$ cat src/rtl/trace_stream_ctrl.sv
// -----------------------------------------------------------------------------
// trace_stream_ctrl
//
// Packs 64-bit trace records from the role's trace source into 512-bit beats
// (eight records per beat, record k in lane k), buffers the beats in a small
// first-word-fall-through FIFO and drives them out on the m_axis_trace
// AXI4-Stream port. Beats are grouped into packets of PKT_BEATS beats with
// tlast on the final beat. An open packet is closed early, with a partial
// (or null) beat carrying tlast, on an idle timeout or on a software flush.
// When the output stalls the source is either backpressured (LOSSY=0) or
// the blocked records are counted and discarded (LOSSY=1).
//
// Ports
//   aclk, aresetn           clock, asynchronous active-low reset
//   trace_valid/ready/data  record input handshake (64-bit records)
//   cfg_enable              level; 0 stops accepting new records
//   cfg_flush               one-cycle pulse: close open packet, then drain
//   cfg_timeout             idle cycles before a forced close (0 = off)
//   flush_done              one-cycle pulse once a flush has drained
//   busy                    staging, FIFO or close/drain sequence active
//   drop_cnt                saturating count of discarded records (LOSSY=1)
//   m_axis_trace_*          AXI4-Stream master (512-bit data, 64-bit keep)
// -----------------------------------------------------------------------------
module trace_stream_ctrl #(
  parameter int FIFO_DEPTH = 4,
  parameter int PKT_BEATS  = 4,
  parameter bit LOSSY      = 1'b0
) (
  input  logic         aclk,
  input  logic         aresetn,
  input  logic         trace_valid,
  output logic         trace_ready,
  input  logic [63:0]  trace_data,
  input  logic         cfg_enable,
  input  logic         cfg_flush,
  input  logic [15:0]  cfg_timeout,
  output logic         flush_done,
  output logic         busy,
  output logic [31:0]  drop_cnt,
  output logic         m_axis_trace_tvalid,
  input  logic         m_axis_trace_tready,
  output logic [511:0] m_axis_trace_tdata,
  output logic [63:0]  m_axis_trace_tkeep,
  output logic         m_axis_trace_tlast
);

  localparam int AW = $clog2(FIFO_DEPTH);
  localparam int PW = (PKT_BEATS > 1) ? $clog2(PKT_BEATS) : 1;
  localparam logic [PW-1:0] PKT_LAST_IDX = PW'(PKT_BEATS - 1);
  localparam logic [AW:0]   FIFO_FULL_CNT = (AW + 1)'(FIFO_DEPTH);

  typedef enum logic [1:0] {
    ST_RUN   = 2'd0,
    ST_CLOSE = 2'd1,
    ST_DRAIN = 2'd2
  } state_t;

  // ---------------------------------------------------------------------------
  // State
  // ---------------------------------------------------------------------------
  state_t              state_q, state_d;
  logic                flush_flag_q, flush_flag_d;
  logic [2:0]          slot_cnt_q, slot_cnt_d;
  logic [PW-1:0]       pkt_cnt_q, pkt_cnt_d;
  logic [15:0]         idle_cnt_q, idle_cnt_d;
  logic [31:0]         drop_cnt_q, drop_cnt_d;
  logic                flush_done_q, flush_done_d;
  logic [7:0][63:0]    stage_q, stage_d;
  logic [AW-1:0]       wr_ptr_q, wr_ptr_d;
  logic [AW-1:0]       rd_ptr_q, rd_ptr_d;
  logic [AW:0]         count_q, count_d;

  // Beat storage: data, byte keep and tlast per entry
  logic [511:0]        mem_data [FIFO_DEPTH];
  logic [63:0]         mem_keep [FIFO_DEPTH];
  logic                mem_last [FIFO_DEPTH];

  // ---------------------------------------------------------------------------
  // Combinational helpers
  // ---------------------------------------------------------------------------
  logic                fifo_full;
  logic                fifo_empty;
  logic                pkt_open;
  logic                slot_last;
  logic                pkt_last;
  logic                blocked;
  logic                take;
  logic                drop;
  logic                pop;
  logic                push;
  logic [511:0]        push_data;
  logic [63:0]         push_keep;
  logic                push_last;
  logic [511:0]        full_beat;
  logic [511:0]        close_beat;
  logic [63:0]         close_keep;
  logic [16:0]         idle_inc;
  logic                timeout_hit;

  assign fifo_full  = (count_q == FIFO_FULL_CNT);
  assign fifo_empty = (count_q == '0);
  assign pkt_open   = (pkt_cnt_q != '0) || (slot_cnt_q != 3'd0);
  assign slot_last  = (slot_cnt_q == 3'd7);
  assign pkt_last   = (pkt_cnt_q == PKT_LAST_IDX);

  // The 8th record of a beat needs a FIFO slot in the same cycle.
  assign blocked = slot_last & fifo_full;

  assign trace_ready = cfg_enable & (state_q == ST_RUN) & (LOSSY | ~blocked);
  assign take        = trace_valid & trace_ready & ~blocked;
  // Only reachable in lossy mode: ready stays high while the beat is blocked.
  assign drop        = trace_valid & trace_ready & blocked;

  assign pop = m_axis_trace_tvalid & m_axis_trace_tready;

  assign idle_inc    = {1'b0, idle_cnt_q} + 17'd1;
  // The idle count is about to reach the programmed limit this cycle.
  assign timeout_hit = pkt_open & ~take & (cfg_timeout != 16'd0) &
                       (idle_inc == {1'b0, cfg_timeout});

  // ---------------------------------------------------------------------------
  // Per-lane staging and beat assembly
  //   full_beat : staging with the incoming record placed in the current slot
  //   close_beat: only the lanes already filled; unused lanes forced to zero
  // ---------------------------------------------------------------------------
  genvar gi;
  generate
    for (gi = 0; gi < 8; gi++) begin : g_lane
      localparam logic [2:0] LANE = 3'(gi);
      assign full_beat[64*gi +: 64]  = (slot_cnt_q == LANE) ? trace_data : stage_q[gi];
      assign close_beat[64*gi +: 64] = (LANE < slot_cnt_q) ? stage_q[gi] : 64'd0;
      assign close_keep[8*gi +: 8]   = (LANE < slot_cnt_q) ? 8'hFF : 8'h00;
      assign stage_d[gi]             = (take && (slot_cnt_q == LANE)) ? trace_data
                                                                      : stage_q[gi];
    end
  endgenerate

  // ---------------------------------------------------------------------------
  // Control: packing, framing, idle timer, drop counter and FSM
  // ---------------------------------------------------------------------------
  always_comb begin
    state_d      = state_q;
    flush_flag_d = flush_flag_q;
    slot_cnt_d   = slot_cnt_q;
    pkt_cnt_d    = pkt_cnt_q;
    idle_cnt_d   = idle_cnt_q;
    drop_cnt_d   = drop_cnt_q;
    flush_done_d = 1'b0;
    push         = 1'b0;
    push_data    = full_beat;
    push_keep    = '1;
    push_last    = 1'b0;

    // Record acceptance (only possible in RUN because trace_ready needs RUN)
    if (take) begin
      if (slot_last) begin
        push       = 1'b1;
        push_last  = pkt_last;
        slot_cnt_d = 3'd0;
        pkt_cnt_d  = pkt_last ? '0 : pkt_cnt_q + PW'(1);
      end else begin
        slot_cnt_d = slot_cnt_q + 3'd1;
      end
    end

    if (drop && (drop_cnt_q != 32'hFFFF_FFFF)) begin
      drop_cnt_d = drop_cnt_q + 32'd1;
    end

    unique case (state_q)
      ST_RUN: begin
        if (take) begin
          idle_cnt_d = 16'd0;
        end else if (pkt_open && (idle_cnt_q != 16'hFFFF)) begin
          idle_cnt_d = idle_cnt_q + 16'd1;
        end
        // Flush outranks a coincident timeout so the drain still happens.
        if (cfg_flush) begin
          state_d      = ST_CLOSE;
          flush_flag_d = 1'b1;
          idle_cnt_d   = 16'd0;
        end else if (timeout_hit) begin
          state_d      = ST_CLOSE;
          flush_flag_d = 1'b0;
          idle_cnt_d   = 16'd0;
        end
      end

      ST_CLOSE: begin
        idle_cnt_d = 16'd0;
        if (!pkt_open) begin
          state_d = flush_flag_q ? ST_DRAIN : ST_RUN;
        end else if (!fifo_full) begin
          // Partial beat, or a null beat (keep=0) when staging is empty
          push       = 1'b1;
          push_data  = close_beat;
          push_keep  = close_keep;
          push_last  = 1'b1;
          slot_cnt_d = 3'd0;
          pkt_cnt_d  = '0;
          state_d    = flush_flag_q ? ST_DRAIN : ST_RUN;
        end
      end

      ST_DRAIN: begin
        if (fifo_empty) begin
          flush_done_d = 1'b1;
          flush_flag_d = 1'b0;
          state_d      = ST_RUN;
        end
      end

      default: begin
        state_d = ST_RUN;
      end
    endcase
  end

  // ---------------------------------------------------------------------------
  // FIFO pointer bookkeeping; push and pop together keep the count unchanged,
  // which also covers a push into a full FIFO that is popping.
  // ---------------------------------------------------------------------------
  always_comb begin
    wr_ptr_d = wr_ptr_q;
    rd_ptr_d = rd_ptr_q;
    count_d  = count_q;
    if (push) begin
      wr_ptr_d = wr_ptr_q + AW'(1);
    end
    if (pop) begin
      rd_ptr_d = rd_ptr_q + AW'(1);
    end
    if (push && !pop) begin
      count_d = count_q + (AW + 1)'(1);
    end else if (!push && pop) begin
      count_d = count_q - (AW + 1)'(1);
    end
  end

  // ---------------------------------------------------------------------------
  // Registers
  // ---------------------------------------------------------------------------
  always_ff @(posedge aclk or negedge aresetn) begin
    if (!aresetn) begin
      state_q      <= ST_RUN;
      flush_flag_q <= 1'b0;
      slot_cnt_q   <= 3'd0;
      pkt_cnt_q    <= '0;
      idle_cnt_q   <= 16'd0;
      drop_cnt_q   <= 32'd0;
      flush_done_q <= 1'b0;
      stage_q      <= '0;
      wr_ptr_q     <= '0;
      rd_ptr_q     <= '0;
      count_q      <= '0;
    end else begin
      state_q      <= state_d;
      flush_flag_q <= flush_flag_d;
      slot_cnt_q   <= slot_cnt_d;
      pkt_cnt_q    <= pkt_cnt_d;
      idle_cnt_q   <= idle_cnt_d;
      drop_cnt_q   <= drop_cnt_d;
      flush_done_q <= flush_done_d;
      stage_q      <= stage_d;
      wr_ptr_q     <= wr_ptr_d;
      rd_ptr_q     <= rd_ptr_d;
      count_q      <= count_d;
    end
  end

  // Storage needs no reset: entries are only visible while the count covers them.
  always_ff @(posedge aclk) begin
    if (push) begin
      mem_data[wr_ptr_q] <= push_data;
      mem_keep[wr_ptr_q] <= push_keep;
      mem_last[wr_ptr_q] <= push_last;
    end
  end

  // ---------------------------------------------------------------------------
  // Outputs: head entry is presented directly (fall-through) and stays put
  // until it is popped. Payload is forced to zero while the FIFO is empty.
  // ---------------------------------------------------------------------------
  assign m_axis_trace_tvalid = ~fifo_empty;
  assign m_axis_trace_tdata  = fifo_empty ? 512'd0 : mem_data[rd_ptr_q];
  assign m_axis_trace_tkeep  = fifo_empty ? 64'd0  : mem_keep[rd_ptr_q];
  assign m_axis_trace_tlast  = fifo_empty ? 1'b0   : mem_last[rd_ptr_q];

  assign flush_done = flush_done_q;
  assign drop_cnt   = drop_cnt_q;
  assign busy       = (slot_cnt_q != 3'd0) | ~fifo_empty | (state_q != ST_RUN);

endmodule
$ cat config.mk
export PLATFORM = sky130hd
export DESIGN_NAME = trace_stream_ctrl
export DESIGN_NICKNAME = d
export VERILOG_FILES = /design/src/rtl/trace_stream_ctrl.sv
export SDC_FILE = /design/constraint.sdc
export NUM_CORES = 2
export LEC_CHECK = 0
export BUFFER_PORTS_ARGS = -buffer_cell sky130_fd_sc_hd__buf_2
export CAP_MARGIN = 20
export CORE_ASPECT_RATIO = 0.7
export CORE_UTILIZATION = 40
export CTS_CLUSTER_SIZE = 10
export DETAILED_ROUTE_END_ITERATION = 8
export GPL_TIMING_DRIVEN = 0
export SKIP_LAST_GASP = 1
export SLEW_MARGIN = 15
export SYNTH_ARGS = -nofsm -noshare
export SYNTH_HDL_FRONTEND = slang
export SYNTH_SLANG_ARGS = --single-unit
$ cat constraint.sdc
create_clock -name aclk -period 39.8 [get_ports aclk]
set_clock_uncertainty 0.15 [all_clocks]
set_input_delay 3.98 -clock aclk [delete_from_list [all_inputs] [get_ports aclk]]
set_output_delay 3.98 -clock aclk [all_outputs]
set_load 0.01 [all_outputs]
; ---- Word level (Yosys, flattened, before mapping)
; Memories as Yosys holds them, arrays and structs flattened.
; Index checks and enable logic that the tools add are counted.
[word_totals]
regBits = 576
mem_bits_rw = 2308
input_bits = 86
output_inout_bits = 613
elab_cells = 175
memories = 3
[op_classes]
n_addsub = 9
magnitude_cmp = 8
eq_ne = 18
n_mux = 76
bitwise = 15
n_reduce_logical = 28
[mem_list]
columns = memory, depth, word_bits, rd, rd_ports_with_merged_regs, write_ports, line_no
row1 = mem_data, 4, 512, 1, 0, 1, 74  ; logic [511:0] mem_data [FIFO_DEPTH];
row2 = mem_keep, 4, 64, 1, 0, 1, 75  ; logic [63:0] mem_keep [FIFO_DEPTH];
row3 = mem_last, 4, 1, 1, 0, 1, 76  ; logic mem_last [FIFO_DEPTH];
[op_table]
columns = operator, n
row1 = 2-to-1 mux 512 bit, 4
row2 = 2-to-1 mux 64 bit, 20
row3 = 2-to-1 mux 16 bit, 4
row4 = 2-to-1 mux 8 bit, 8
row5 = adder 32 x 1 -> 32 bit (second input constant), 1
row6 = != test 32 bit (second input constant), 1
row7 = case mux 16 bit (2 select lines), 1
row8 = 2-to-1 mux 2 bit, 12
row9 = 2-to-1 mux 3 bit, 7
row10 = 2-to-1 mux 1 bit, 18
row11 = adder 16 x 1 -> 17 bit (second input constant), 1
row12 = equality test 17 x 16 -> 1 bit, 1
row13 = adder 16 x 1 -> 16 bit (second input constant), 1
row14 = != test 16 bit (second input constant), 1
row15 = nonzero test 16 bit, 1
row16 = equality test 3 bit (second input constant), 5
row17 = logical AND 1 bit, 12
row18 = less-than comparator 3 bit (first input constant), 4
row19 = AND 1 bit, 10
row20 = nonzero test 2 bit, 5
row21 = adder 2 x 1 -> 2 bit (second input constant), 3
row22 = adder 3 x 1 -> 3 bit (second input constant), 2
row23 = equality test 3 x 2 -> 1 bit (second input constant), 2
row24 = zero test 3 bit, 2
row25 = 19 further kinds, 28

; ---- Longest topological paths before layout
[depth]
word_depth = 14
mapped_depth = 15
ltp_nobuf = 13

; ---- Worst setup path after synthesis
; OpenSTA, ideal clock, no wires.
[synth_timing]
path_kind = in2reg
startpoint = in cfg_enable
endpoint = mem mem_data[0][0], enable pin
setup_ns = 0.954
arrival_time_ns = 16.989
required_ns = 38.696
setup_slack_ns = 21.706
cell_stages = 7
path_buffers = 1
path_cell_list = inv_1 > a2111oi_2 > and2_1 > buf_2 > nand2_1 > nand2_1 > and2_1
[synth_between]
elab_chain_cells = 10
[synth_rtl]
columns = element, line_no
row1 = from (decl), 34  ; input logic cfg_enable,
row2 = AND 1 bit (*) (2 in a row), 109  ; assign trace_ready = cfg_enable & (state_q == ST_RUN) & (LOSSY | ~blocked);
row3 = named net trace_ready, 32  ; output logic trace_ready,
row4 = AND 1 bit (*) (2 in a row), 110  ; assign take = trace_valid & trace_ready & ~blocked;
row5 = 2-to-1 mux 1 bit (*), 155  ; if (take) begin
row6 = 2-to-1 mux 1 bit, 193  ; end else if (!fifo_full) begin
row7 = 2-to-1 mux 1 bit, 191  ; if (!pkt_open) begin
row8 = 2-to-1 mux 1 bit (*), 170  ; unique case (state_q)
row9 = named net push, 90  ; logic push;
row10 = 2-to-1 mux 1 bit (*), 273  ; if (push) begin
row11 = 2-to-1 mux 1 bit (not written as such) (*), 274  ; mem_data[wr_ptr_q] <= push_data;
row12 = to (decl), 74
; The timed path passes the listed nets; every way through them passes the cells marked *.

; ---- Final worst setup path
[layout_timing]
startpoint = in cfg_enable
endpoint = out trace_ready
[layout_between]
elab_chain_cells = 2
[layout_rtl]
columns = element, line_no
row1 = AND 1 bit (2 in a row), 109
row2 = to (decl), 32
; No other way between the ends.

==> metrics.log <==
[metrics] post-route fraction of the period consumed by the critical path: 22.4%
[metrics] total area of multi-input combinational cells: 28400 um2
[metrics] starting DRC count in detailed routing: 6477
[metrics] maxcap violations: 0
[metrics] Detail Route Antenna Nets: 0
[metrics] Crit. Startpoint: cfg_enable
[metrics] run status: complete, no violations
[metrics] TritonCTS clock tree: yes
[metrics] total setup violations reported at the end of the flow: 0
[metrics] post-detailed-placement cell area: approximately 120000 um2
[metrics] post-route standard cell area excluding fillers: 128000 um2
[metrics] origin of the critical flop-to-flop path: slot_cnt_q[0]$_DFF_PN0_
[metrics] clock transition at the registers of the reported paths: 0.05 ns
[metrics] H-tree depth reported by CTS: 5
[metrics] number of buffers created by CTS: 312
[metrics] Storage cell area: 77000 um2
[metrics] pin count of the biggest net entering global routing: 95
[metrics] count of synthesis-stage warnings from yosys: 0
[metrics] via density per instance: 5.56
[metrics] starting utilization of the core area: 40.4%
[metrics] die outline width: just over 600 um
[metrics] achievable clock frequency: roughly 0.11 GHz
[metrics] die height: 436 um
[metrics] Net count, final: 7474
[metrics] cell area after technology mapping: 108000 um2
[metrics] Register-to-Register Setup Slack: 34.47 ns
[metrics] flip-flop and latch count after synthesis: 2660
[metrics] Avg Cell Area, Syn: 17.2 um2
[metrics] Hold WC Path Type: reg2reg
[metrics] sum of negative setup slack: 0 ns
[metrics] placer congestion estimate: 0.861
[metrics] number of instances in the synthesized netlist: 6249
[metrics] synthesized net count: around 6300
[metrics] VDD IR-drop max: 0.0000415 V
[metrics] max-slew violation count: 0
[metrics] num rows: 158
[metrics] source of the worst hold timing path: drop_cnt[20]$_DFFE_PN0P_
[metrics] die area: between 200000 and 300000 um2
[metrics] Post-CTS Resized: 0
[metrics] first-pass detailed-route iteration total: 5
[metrics] fraction of the yosys area taken by sequential cells: a little under three quarters
[metrics] buffers inserted during post-CTS setup optimization: 0
[metrics] clock buffer depth: 4
[metrics] total congestion overflow after global routing: 0
[metrics] port bufs: 698
[metrics] count of flip-flops with a built-in enable after synthesis: 2084
[metrics] total number of vias: 62000
[metrics] arrival time at the worst endpoint: around 4.8 ns
[metrics] slew margin rel.: 20.3%
[metrics] CTS Sinks: 2660
[metrics] Cell variety after synth: 58
[metrics] fraction of final layout cells with drive strength greater than 1: 30.4%
[metrics] residual DRC count: 0
[metrics] routed wirelength normalized by instance count: 29.9 um
[metrics] minimum period implied by the final worst setup slack: 8.93 ns
[metrics] startpoint class of the critical path: primary input
[metrics] wire length of the first global-routing pass: between 400000 and 500000 um
[metrics] num ports: 699
[metrics] unrepaired setup endpoints after global routing: false
[metrics] CP required: ~36 ns
[metrics] Worst Path Class, Setup: in2out
[metrics] quantity of hold-fixing buffers added after cts: 0
[metrics] critical path peak fanout: 4
[metrics] critical path capture point type: output pin
[metrics] power density over the cells: 79.8 nW/um2
[metrics] clock insertion delay at the later pin of the skew report: approximately 0.87 ns
[metrics] number of global-route vias before repair: 61800
[metrics] Post-DP HPWL: 238000 um
[metrics] core region area: 266000 um2
[metrics] detailed-route wire length: 333000 um
[metrics] fill count: 22400
[metrics] number of antenna violations at the first check in global routing: 70
[metrics] worst-margin pin slew: 1.20 ns
[metrics] global-route usage over all layers: 24.2%
[metrics] area added between synthesis and finish: 18.5%
[metrics] Root Buffer Master: sky130_fd_sc_hd__clkbuf_16
[metrics] Hold Fails Final Rpt: 0
[metrics] share of synthesized flip-flops with an asynchronous set or reset: ~22%
[metrics] most used flip-flop cell after synthesis: sky130_fd_sc_hd__edfxtp_1
[metrics] Leakage: roughly 47 nW
-- cells in the final DEF (no fill, tap or decap), types with 6 or more instances in the layout --
| cell type | n |
|---|---|
| sky130_fd_sc_hd__buf_16 | 75 |
| sky130_fd_sc_hd__buf_6 | 13 |
| sky130_fd_sc_hd__buf_4 | 58 |
| sky130_fd_sc_hd__inv_1 | 18 |
| sky130_fd_sc_hd__mux2i_1 | 64 |
| sky130_fd_sc_hd__clkbuf_16 | 322 |
| sky130_fd_sc_hd__buf_2 | 708 |
| sky130_fd_sc_hd__edfxtp_1 | 2084 |
| sky130_fd_sc_hd__dfrtp_1 | 576 |
| sky130_fd_sc_hd__clkbuf_2 | 33 |
| sky130_fd_sc_hd__a21oi_1 | 147 |
| sky130_fd_sc_hd__mux2_2 | 450 |
| sky130_fd_sc_hd__buf_8 | 7 |
| sky130_fd_sc_hd__a22o_1 | 140 |
| sky130_fd_sc_hd__xnor2_1 | 15 |
| sky130_fd_sc_hd__buf_1 | 94 |
| sky130_fd_sc_hd__clkbuf_1 | 558 |
| sky130_fd_sc_hd__diode_2 | 25 |
| sky130_fd_sc_hd__ha_1 | 12 |
| sky130_fd_sc_hd__nor2_1 | 87 |
| sky130_fd_sc_hd__buf_12 | 20 |
| sky130_fd_sc_hd__o221a_2 | 63 |
| sky130_fd_sc_hd__nor4_1 | 6 |
| sky130_fd_sc_hd__nand3_1 | 81 |
| sky130_fd_sc_hd__nand2_2 | 6 |
| sky130_fd_sc_hd__xor2_1 | 11 |
| sky130_fd_sc_hd__nor3_1 | 11 |
| sky130_fd_sc_hd__and3_1 | 8 |
| sky130_fd_sc_hd__mux4_2 | 521 |
| sky130_fd_sc_hd__and2_1 | 527 |
| sky130_fd_sc_hd__nand2_1 | 742 |
| sky130_fd_sc_hd__o21ai_0 | 69 |
| sky130_fd_sc_hd__o21ai_1 | 8 |
-- power by group --
group | internal, mW | switching (mW) | total [mW]
clock network | 1.52 | 1.09 | 2.61
registers | 3.68 | 0.125 | 3.81
logic | 1.46 | 2.31 | 3.77
-- state kept, by name, indices dropped and copies added, names as in the netlist, 3 cells and up --
signal and cells:
count_q 3, slot_cnt_q 3, mem_data 2048, mem_last 4
mem_keep 32, stage_q 512, drop_cnt 32, idle_cnt_q 16
-- through the flow --
step | power (mW) | cells | hold WS (ns) | worst slack [ns] | util [%]
after floorplan | 6.01 | 6249 | 0.296 | 21.71 | -
after global placement | 7.72 | 10500 | 0.284 | 10.28 | 43.4
after detailed placement | 7.66 | 10600 | 0.293 | 30.87 | 44.4
after CTS | 10.3 | 11100 | 0.305 | 30.87 | 47.8
after global routing | 10.6 | 11200 | 0.314 | 30.79 | 47.9
final | 10.2 | 11200 | 0.298 | 30.87 | 47.9
-- kinds of logic (layout without fill, tap and decap cells) --
logic type | Yosys count | in the layout | share of synthesized area, %
compound gates | 444 | 444 | 2.98
xor+xnor | 26 | 26 | 0.211
fa+ha+maj | 13 | 13 | 0.158
buf+inv | 558 | 1928 | 2.16
flops | 2660 | 2660 | 71.5
mux | 1035 | 1035 | 16.2
other cells | 0 | 25 | 0
simple gates | 1513 | 1513 | 6.80
-- cell usage after synthesis, types with 2 or more instances --
cell                       number  share of area, %
sky130_fd_sc_hd__nand4_1        3             0.017
sky130_fd_sc_hd__nor4_1         6             0.035
sky130_fd_sc_hd__a22o_1       140               1.1
sky130_fd_sc_hd__buf_4         56              0.39
sky130_fd_sc_hd__buf_2          5             0.023
sky130_fd_sc_hd__or3_1          3             0.017
sky130_fd_sc_hd__nor2_1        87              0.30
sky130_fd_sc_hd__buf_1        101              0.35
sky130_fd_sc_hd__a31oi_1        3             0.017
sky130_fd_sc_hd__and3_1         8             0.046
sky130_fd_sc_hd__xnor2_1       15              0.12
sky130_fd_sc_hd__nor2b_1        5             0.029
sky130_fd_sc_hd__clkbuf_1     376               1.3
sky130_fd_sc_hd__inv_1         18             0.063
sky130_fd_sc_hd__o21ai_1        8             0.037
sky130_fd_sc_hd__mux4_2       521                11
sky130_fd_sc_hd__nand4b_1       2             0.016
sky130_fd_sc_hd__nand3b_1       3             0.021
sky130_fd_sc_hd__nor3b_1        3             0.021
sky130_fd_sc_hd__nand3_1       84              0.39
sky130_fd_sc_hd__o21ai_0       69              0.32
sky130_fd_sc_hd__nand2b_1       3             0.017
sky130_fd_sc_hd__a21oi_1      148              0.69
sky130_fd_sc_hd__nor4b_1        2             0.016
sky130_fd_sc_hd__xor2_1        11             0.089
sky130_fd_sc_hd__mux2_2       450               4.7
sky130_fd_sc_hd__and4_1         4             0.033
sky130_fd_sc_hd__edfxtp_1    2084                58
sky130_fd_sc_hd__nand2_1      748               2.6
sky130_fd_sc_hd__o221a_2       63              0.66
sky130_fd_sc_hd__and2_1       531               3.1
sky130_fd_sc_hd__nor3_1        12             0.056
sky130_fd_sc_hd__or2_2          2             0.012
sky130_fd_sc_hd__mux2i_1       64              0.59
sky130_fd_sc_hd__buf_6          2             0.021
sky130_fd_sc_hd__ha_1          12              0.14
sky130_fd_sc_hd__dfrtp_1      576                13
-- path summary, 6_finish.rpt --
check,to,depth (start not counted)
setup / recovery,trace_ready,4
min in group asynchronous,drop_cnt[21]$_DFFE_PN0P_,1
hold / removal,drop_cnt[20]$_DFFE_PN0P_,1
setup reg to reg,mem_data[1][32]$_DFFE_PP_,12
max in group asynchronous,stage_q[493]$_DFFE_PN0P_,4
hold reg to reg,drop_cnt[20]$_DFFE_PN0P_,1
-- per-layer routing --
layer / global-route usage, % / routed length, um
met5: 0 / 170
met4: 9.60 / 13900
met3: 4.85 / 25900
met2: 39.2 / 160000
met1: 32.1 / 133000
-- final cells by class --
class / count / share of cell area [%]
plain buffers: 540 / 1.81
clock inverters: 16 / 0.141
inverters: 18 / 0.0530
clock buffers: 542 / 7.00
diodes: 25 / 0.0490
well taps: 3520 / 3.45
repair buffers: 812 / 4.86
multi-input cells: 3031 / 22.3
flip-flops and latches: 2660 / 60.4
-- worst max-delay path, stage by stage --
cell	delay, ns
sky130_fd_sc_hd__buf_2	0.10
sky130_fd_sc_hd__inv_1	0.05
sky130_fd_sc_hd__a2111oi_2	0.44
sky130_fd_sc_hd__buf_2	0.23
No activity file was read; power rests on OpenSTA's default activity.
